<file path="config.mk">
export PLATFORM = sky130hd
export DESIGN_NAME = activation_unit_flat
export DESIGN_NICKNAME = d
export VERILOG_FILES = /design/src/rtl/activation_unit_if.sv /design/src/rtl/activation_unit.sv /design/src/flat_wrapper.sv
export SDC_FILE = /design/constraint.sdc
export NUM_CORES = 2
export LEC_CHECK = 0
export CORE_MARGIN = 3
export CORE_UTILIZATION = 65
export CTS_CLUSTER_SIZE = 14
export DETAILED_ROUTE_END_ITERATION = 8
export PLACE_DENSITY = 0.89
export SLEW_MARGIN = 20
export SYNTH_ARGS = -nofsm -noshare
export SYNTH_HDL_FRONTEND = slang
export SYNTH_SLANG_ARGS = --single-unit
</file>
<file path="constraint.sdc">
create_clock -name clk -period 15.8 [get_ports clk]
set_input_delay 3.16 -clock clk [delete_from_list [all_inputs] [get_ports clk]]
set_output_delay 3.16 -clock clk [all_outputs]
set_load 0.01 [all_outputs]
</file>
<file path="src/rtl/activation_unit_if.sv">
// Stream and LUT-programming signals of the activation stage.
// slave: the activation unit itself; master: the block feeding it and consuming its results.
interface activation_unit_if #(
    parameter int Q_SIZE = 16,
    parameter int MODE_W = 2,
    parameter int LUT_AW = 6
);
    logic                  in_valid;
    logic                  in_ready;
    logic [Q_SIZE-1:0]     in_data;
    logic [MODE_W-1:0]     in_mode;

    logic                  out_valid;
    logic                  out_ready;
    logic [Q_SIZE-1:0]     out_data;

    logic                  lut_we;
    logic [LUT_AW-1:0]     lut_addr;
    logic [2*Q_SIZE-1:0]   lut_wdata;

    modport slave (
        input  in_valid, in_data, in_mode, out_ready, lut_we, lut_addr, lut_wdata,
        output in_ready, out_valid, out_data
    );

    modport master (
        output in_valid, in_data, in_mode, out_ready, lut_we, lut_addr, lut_wdata,
        input  in_ready, out_valid, out_data
    );
endinterface

</file>
<file path="src/rtl/activation_unit.sv">
// Piecewise-linear activation stage: y = sat(A*x + B) from a 64-entry
// coefficient LUT indexed by the top bits of x, or identity / ReLU.
// Four register stages (capture, multiply, add, saturate/select) give a
// 3-cycle accept-to-output latency; the whole pipe stalls as one unit.
module activation_unit #(
    parameter int Q_INT         = 4,
    parameter int Q_FRAC        = 12,
    parameter int ACT_LUT_DEPTH = 6,
    parameter int ACT_MASK_SIZE = 2
) (
    input logic              clk,
    input logic              rst,
    activation_unit_if.slave bus
);
    localparam int Q_SIZE      = Q_INT + Q_FRAC;
    localparam int P_SIZE      = 2 * Q_SIZE;
    localparam int LUT_ENTRIES = 1 << ACT_LUT_DEPTH;

    localparam logic [ACT_MASK_SIZE-1:0] MODE_RELU = ACT_MASK_SIZE'(1);
    localparam logic [ACT_MASK_SIZE-1:0] MODE_LUT  = ACT_MASK_SIZE'(2);

    // Coefficient storage, {A, B} per entry; deliberately not reset.
    logic [P_SIZE-1:0] lut_mem [LUT_ENTRIES];

    logic                     en;
    logic [ACT_LUT_DEPTH-1:0] lut_idx;

    // Stage 1: captured sample and its coefficients.
    logic                      s1_valid;
    logic signed [Q_SIZE-1:0]  s1_x;
    logic [ACT_MASK_SIZE-1:0]  s1_mode;
    logic [P_SIZE-1:0]         s1_coef;
    logic signed [Q_SIZE-1:0]  coef_a;
    logic signed [Q_SIZE-1:0]  coef_b;
    logic signed [P_SIZE-1:0]  prod;

    // Stage 2: Q8.24 product.
    logic                      s2_valid;
    logic signed [Q_SIZE-1:0]  s2_x;
    logic [ACT_MASK_SIZE-1:0]  s2_mode;
    logic signed [Q_SIZE-1:0]  s2_b;
    logic signed [P_SIZE-1:0]  s2_p;
    logic signed [P_SIZE-1:0]  sum;

    // Stage 3: unsaturated 32-bit sum.
    logic                      s3_valid;
    logic signed [Q_SIZE-1:0]  s3_x;
    logic [ACT_MASK_SIZE-1:0]  s3_mode;
    logic signed [P_SIZE-1:0]  s3_sum;
    logic [P_SIZE-Q_SIZE:0]    sum_upper;
    logic                      sum_ovf;
    logic [Q_SIZE-1:0]         result;

    // Output stage.
    logic                      out_valid_q;
    logic [Q_SIZE-1:0]         out_data_q;

    // Every stage moves together; a blocked output freezes the whole pipe.
    assign en           = !out_valid_q || bus.out_ready;
    assign bus.in_ready = en;
    assign bus.out_valid = out_valid_q;
    assign bus.out_data  = out_data_q;

    // Two's complement top bits: 0..31 cover [0,8), 32..63 cover [-8,0).
    assign lut_idx = bus.in_data[Q_SIZE-1 -: ACT_LUT_DEPTH];

    // Host writes land any cycle; the stage-1 read below sees the old word on a same-address collision.
    always_ff @(posedge clk) begin
        if (bus.lut_we) begin
            lut_mem[bus.lut_addr] <= bus.lut_wdata;
        end
    end

    // Capture the sample and its {A, B} on the accept edge so later LUT writes cannot touch it.
    always_ff @(posedge clk or posedge rst) begin
        if (rst) begin
            s1_valid <= 1'b0;
            s1_x     <= '0;
            s1_mode  <= '0;
            s1_coef  <= '0;
        end else if (en) begin
            s1_valid <= bus.in_valid;
            s1_x     <= bus.in_data;
            s1_mode  <= bus.in_mode;
            s1_coef  <= lut_mem[lut_idx];
        end
    end

    assign coef_a = s1_coef[P_SIZE-1:Q_SIZE];
    assign coef_b = s1_coef[Q_SIZE-1:0];
    // The multiplier only toggles for LUT-mode samples.
    assign prod   = (s1_mode == MODE_LUT) ? P_SIZE'(coef_a) * P_SIZE'(s1_x) : '0;

    // Register the product A*x.
    always_ff @(posedge clk or posedge rst) begin
        if (rst) begin
            s2_valid <= 1'b0;
            s2_x     <= '0;
            s2_mode  <= '0;
            s2_b     <= '0;
            s2_p     <= '0;
        end else if (en) begin
            s2_valid <= s1_valid;
            s2_x     <= s1_x;
            s2_mode  <= s1_mode;
            s2_b     <= coef_b;
            s2_p     <= prod;
        end
    end

    // Arithmetic shift floors toward -inf; no rounding term is added.
    assign sum = (s2_p >>> Q_FRAC) + P_SIZE'(s2_b);

    // Register the full-width sum ahead of saturation.
    always_ff @(posedge clk or posedge rst) begin
        if (rst) begin
            s3_valid <= 1'b0;
            s3_x     <= '0;
            s3_mode  <= '0;
            s3_sum   <= '0;
        end else if (en) begin
            s3_valid <= s2_valid;
            s3_x     <= s2_x;
            s3_mode  <= s2_mode;
            s3_sum   <= sum;
        end
    end

    // The sum fits Q4.12 only when every bit above bit 14 matches the sign.
    assign sum_upper = s3_sum[P_SIZE-1:Q_SIZE-1];
    assign sum_ovf   = !((&sum_upper) || !(|sum_upper));

    // Select the per-mode result; modes 00 and 11 both pass x through.
    always_comb begin
        result = s3_x;
        case (s3_mode)
            MODE_RELU: result = s3_x[Q_SIZE-1] ? '0 : s3_x;
            MODE_LUT: begin
                if (sum_ovf) begin
                    result = s3_sum[P_SIZE-1] ? {1'b1, {(Q_SIZE-1){1'b0}}}
                                              : {1'b0, {(Q_SIZE-1){1'b1}}};
                end else begin
                    result = s3_sum[Q_SIZE-1:0];
                end
            end
            default: result = s3_x;
        endcase
    end

    // Output register; held while the consumer stalls.
    always_ff @(posedge clk or posedge rst) begin
        if (rst) begin
            out_valid_q <= 1'b0;
            out_data_q  <= '0;
        end else if (en) begin
            out_valid_q <= s3_valid;
            out_data_q  <= result;
        end
    end
endmodule

</file>
<file path="src/flat_wrapper.sv">
// flat-port wrapper written by rule: the top's interface ports become plain ports
module activation_unit_flat 
#(
    parameter int Q_INT         = 4,
    parameter int Q_FRAC        = 12,
    parameter int ACT_LUT_DEPTH = 6,
    parameter int ACT_MASK_SIZE = 2
)
  (clk, rst, bus_in_valid, bus_in_data, bus_in_mode, bus_out_ready, bus_lut_we, bus_lut_addr, bus_lut_wdata, bus_in_ready, bus_out_valid, bus_out_data);
  activation_unit_if #(.Q_SIZE(16), .MODE_W(2), .LUT_AW(6)) bus_i ();
  input logic clk;
  input logic rst;
  input wire logic [$bits(bus_i.in_valid)-1:0] bus_in_valid;
  input wire logic [$bits(bus_i.in_data)-1:0] bus_in_data;
  input wire logic [$bits(bus_i.in_mode)-1:0] bus_in_mode;
  input wire logic [$bits(bus_i.out_ready)-1:0] bus_out_ready;
  input wire logic [$bits(bus_i.lut_we)-1:0] bus_lut_we;
  input wire logic [$bits(bus_i.lut_addr)-1:0] bus_lut_addr;
  input wire logic [$bits(bus_i.lut_wdata)-1:0] bus_lut_wdata;
  output wire logic [$bits(bus_i.in_ready)-1:0] bus_in_ready;
  output wire logic [$bits(bus_i.out_valid)-1:0] bus_out_valid;
  output wire logic [$bits(bus_i.out_data)-1:0] bus_out_data;
  assign bus_i.in_valid = bus_in_valid;
  assign bus_i.in_data = bus_in_data;
  assign bus_i.in_mode = bus_in_mode;
  assign bus_i.out_ready = bus_out_ready;
  assign bus_i.lut_we = bus_lut_we;
  assign bus_i.lut_addr = bus_lut_addr;
  assign bus_i.lut_wdata = bus_lut_wdata;
  assign bus_in_ready = bus_i.in_ready;
  assign bus_out_valid = bus_i.out_valid;
  assign bus_out_data = bus_i.out_data;
  activation_unit #(.Q_INT(Q_INT), .Q_FRAC(Q_FRAC), .ACT_LUT_DEPTH(ACT_LUT_DEPTH), .ACT_MASK_SIZE(ACT_MASK_SIZE)) u_core (.clk(clk), .rst(rst), .bus(bus_i));
endmodule
</file>
==> results.cfg <==
[worst_setup_path]
critPathMaxStageDelay_ns = 0.66
r2r_cells = 19
endpoint_kind = output port
arrival_ns = 5.39
cp_max_fo = 107
crit_chain = clkdlybuf4s50_1, nor2b_4, buf_4, inv_6, clkdlybuf4s50_1
start_kind = primary input
crit_slowest_cell = clkdlybuf4s50_1
path_buf_inv = 4
timing.reg2reg.setup_slack_ns = 8.53
reg2reg_from = u_core.s1_coef[31]
crit_family = buffers and inverters
timing.rr.end = u_core.s2_p[31]
path_common_cell = clkdlybuf4s50_1
worstPathRequired_ns = 12.64
critPathKind = primary input to output port

[floorplan]
initial_core_util = 0.655
core-area_sq_mm = 0.144
rows = 139
die-area_sq_mm = 0.150
ios = 79
die_height_microns = 387
dieWidth_microns = 387

[yosys]
synth_area_leader_cell = edfxtp_1
synth_cell_type_count = 66
yosys-top-cells-area = edfxtp_1 65%, mux4_2 16%, fa_1 5.6%, dfrtp_1 4.3%, nand2_1 1.9%
async_flop_share = 0.0737
synth_edf_count = 2048
synth_seq_area_share = 0.696
synth_mux_area_frac = 0.161
synth_compound_area_frac = 0.0110
synth_seq_cells = 2211
synth_top_area_share = 0.652
yosys_warnings = 0
synth_xor_area_frac = 0.00334
synth_fa_ha_area_frac = 0.0690
synthFlopType = edfxtp_1
synth_nets = 5223
synth_top_family_by_area = multiplexers
syn_avg_cell_area_sq_um = 19.6
syn_inst = 4799
synthSimpleGateAreaFrac = 0.0377
syn_area_sq_mm = 0.0943

[worst_hold_path]
hp-start = u_core.s3_x[4]
whs_endpoint = u_core.s3_x[4]
hold_class = flip-flop to flip-flop
hold_depth = 2

[placement]
hpwl_mm = 139
io_buffers = 78
place_congestion = 0.848

[flow_run]
cap_violations = 0

[cts]
numClockSinks = 2211
numCtsBuffers = 206
clk_path_buf_depth = 3
cts_tree = built
clk_latency_ns = 0.85
h-tree-depth = 4
cts_setup_buffers = 0
hold_buffers = 0
path_clk_slew_ns = 0.06
ctsResizeCount = 0
cts_root_buffer = clkbuf_16

[finish]
final_common_cell = edfxtp_1
drive_gt1_frac = 0.229
mostFrequentLayoutCells = 2048 x edfxtp_1, 670 x mux4_2, 475 x nand2_1
nets = 5373
n_fill_cell = 7200
area_delta_synth_final_pct = 10.6

[sta]
finalClockSkew_ns = 0.0385
min_period_over_period = 0.541
hold_violations = 0
fin_crit_ns = 8.55
fin_setup_tns_ns = 0
final_max_slew_viol_count = 0
rsz0062_at_grt = no
finalSetupViolations = 0
timing.fmax_mhz = 117
relSlewSlack = 0.191
tightestPinTransition_ns = 1.21

[routing]
route.vias.total = 53000
drt-initial-drc-count = 8381
avgRoutedWirePerCell_microns = 40.0
ant_nets = 0
vias_per_cell = 7.54
wl_mm = 281
drc = 0
dr.pass1.iters = 6

[grt]
grt_util_all_layers = 0.384
grt_pass1_wl_mm = 404
grt_overflow = 0
grt_pass1_vias = 54500
grt_max_degree = 115
antenna_found_initial = 21

[status]
status = finished, final reports clean
[worst max-delay path by stage]
stage                        startpoint                endpoint  slack [ns]  cells after the start
after floorplan                     rst  u_core.bus.out_data[0]        8.24                      1
after global placement    bus_out_ready            bus_in_ready        7.29                      5
after detailed placement  bus_out_ready            bus_in_ready        7.28                      5
after CTS                 bus_out_ready            bus_in_ready        7.28                      5
after global routing      bus_out_ready            bus_in_ready        7.13                      5
final                     bus_out_ready            bus_in_ready        7.25                      5
[cell families (layout without fill, tap and decap cells)]
logic type | count (synthesis) | count (layout)
flops | 2211 | 2211
mux | 677 | 677
simple gates | 808 | 808
buf+inv | 535 | 851
xor+xnor | 36 | 36
other cells | 0 | 12
fa+ha+maj | 363 | 363
compound gates | 169 | 169
[area by class of cell]
type                            count  area, sq um  share of cell area
Antenna cell                       12         30.0            0.000288
Timing Repair Buffer              176         1500              0.0143
Sequential cell                  2211        65600               0.629
Multi-Input combinational cell   2053        27100               0.260
Tap cell                         1903         2380              0.0228
Clock inverter                    112         1020             0.00976
Inverter                          301         1140              0.0109
Clock buffer                      262         5540              0.0531
[worst min-delay path, cell delays in order (launching register included)]
cell     delay [ns]
dfrtp_1        0.35
nand2_1        0.05
nand2_1        0.05
[synthesized netlist by cell type (all sizes together), types with 3 or more instances]
library cell,instances
a21o,9
a21oi,41
a31oi,20
and2,122
and3,3
buf,76
clkbuf,158
dfrtp,163
edfxtp,2048
fa,262
ha,101
inv,301
mux2,4
mux2i,3
mux4,670
nand2,475
nand2b,8
nand3,17
nand3b,4
nand4,9
nor2,124
nor2b,9
nor3,13
nor3b,5
o2111a,3
o211ai,4
o21a,4
o21ai,56
o22ai,3
o31ai,5
or3,6
xnor2,17
xor2,19
[registers in the layout, summed over array words and instances, names as in the netlist, 2 cells and up]
signal               flops
u_core.bus.out_data     16
u_core.lut_mem        2048
u_core.s1_coef          32
u_core.s1_mode           2
u_core.s1_x             16
u_core.s2_b             16
u_core.s2_mode           2
u_core.s2_p             20
u_core.s2_x             16
u_core.s3_mode           2
u_core.s3_sum           21
u_core.s3_x             16
[routing by layer]
layer | track usage | up-vias | part of all wire | routed length [microns]
met3 | 0.113 | 1290 | 0.14 | 39700
met2 | 0.601 | 5826 | 0.48 | 135000
met5 | 0 | - | 0.00029 | 82
met4 | 0.216 | 12 | 0.070 | 19800
li1 | - | 19000 | - | -
met1 | 0.490 | 26900 | 0.31 | 86900
[through the flow]
stage | hold slack [ns] | cell area, sq um | util | std cells | setup WS, ns
floorplan | 0.430 | 94300 | - | 4799 | 8.24
global placement | 0.446 | 97600 | 0.678 | 6642 | 7.29
detailed placement | 0.455 | 97600 | 0.678 | 6642 | 7.28
CTS | 0.469 | 104000 | 0.724 | 7016 | 7.28
global route | 0.493 | 104000 | 0.725 | 7018 | 7.13
finish | 0.473 | 104000 | 0.725 | 7030 | 7.25
Power is left out: the tool's default activity adds up to more than one toggle a clock period on the data nets, which glitch-free logic cannot reach.
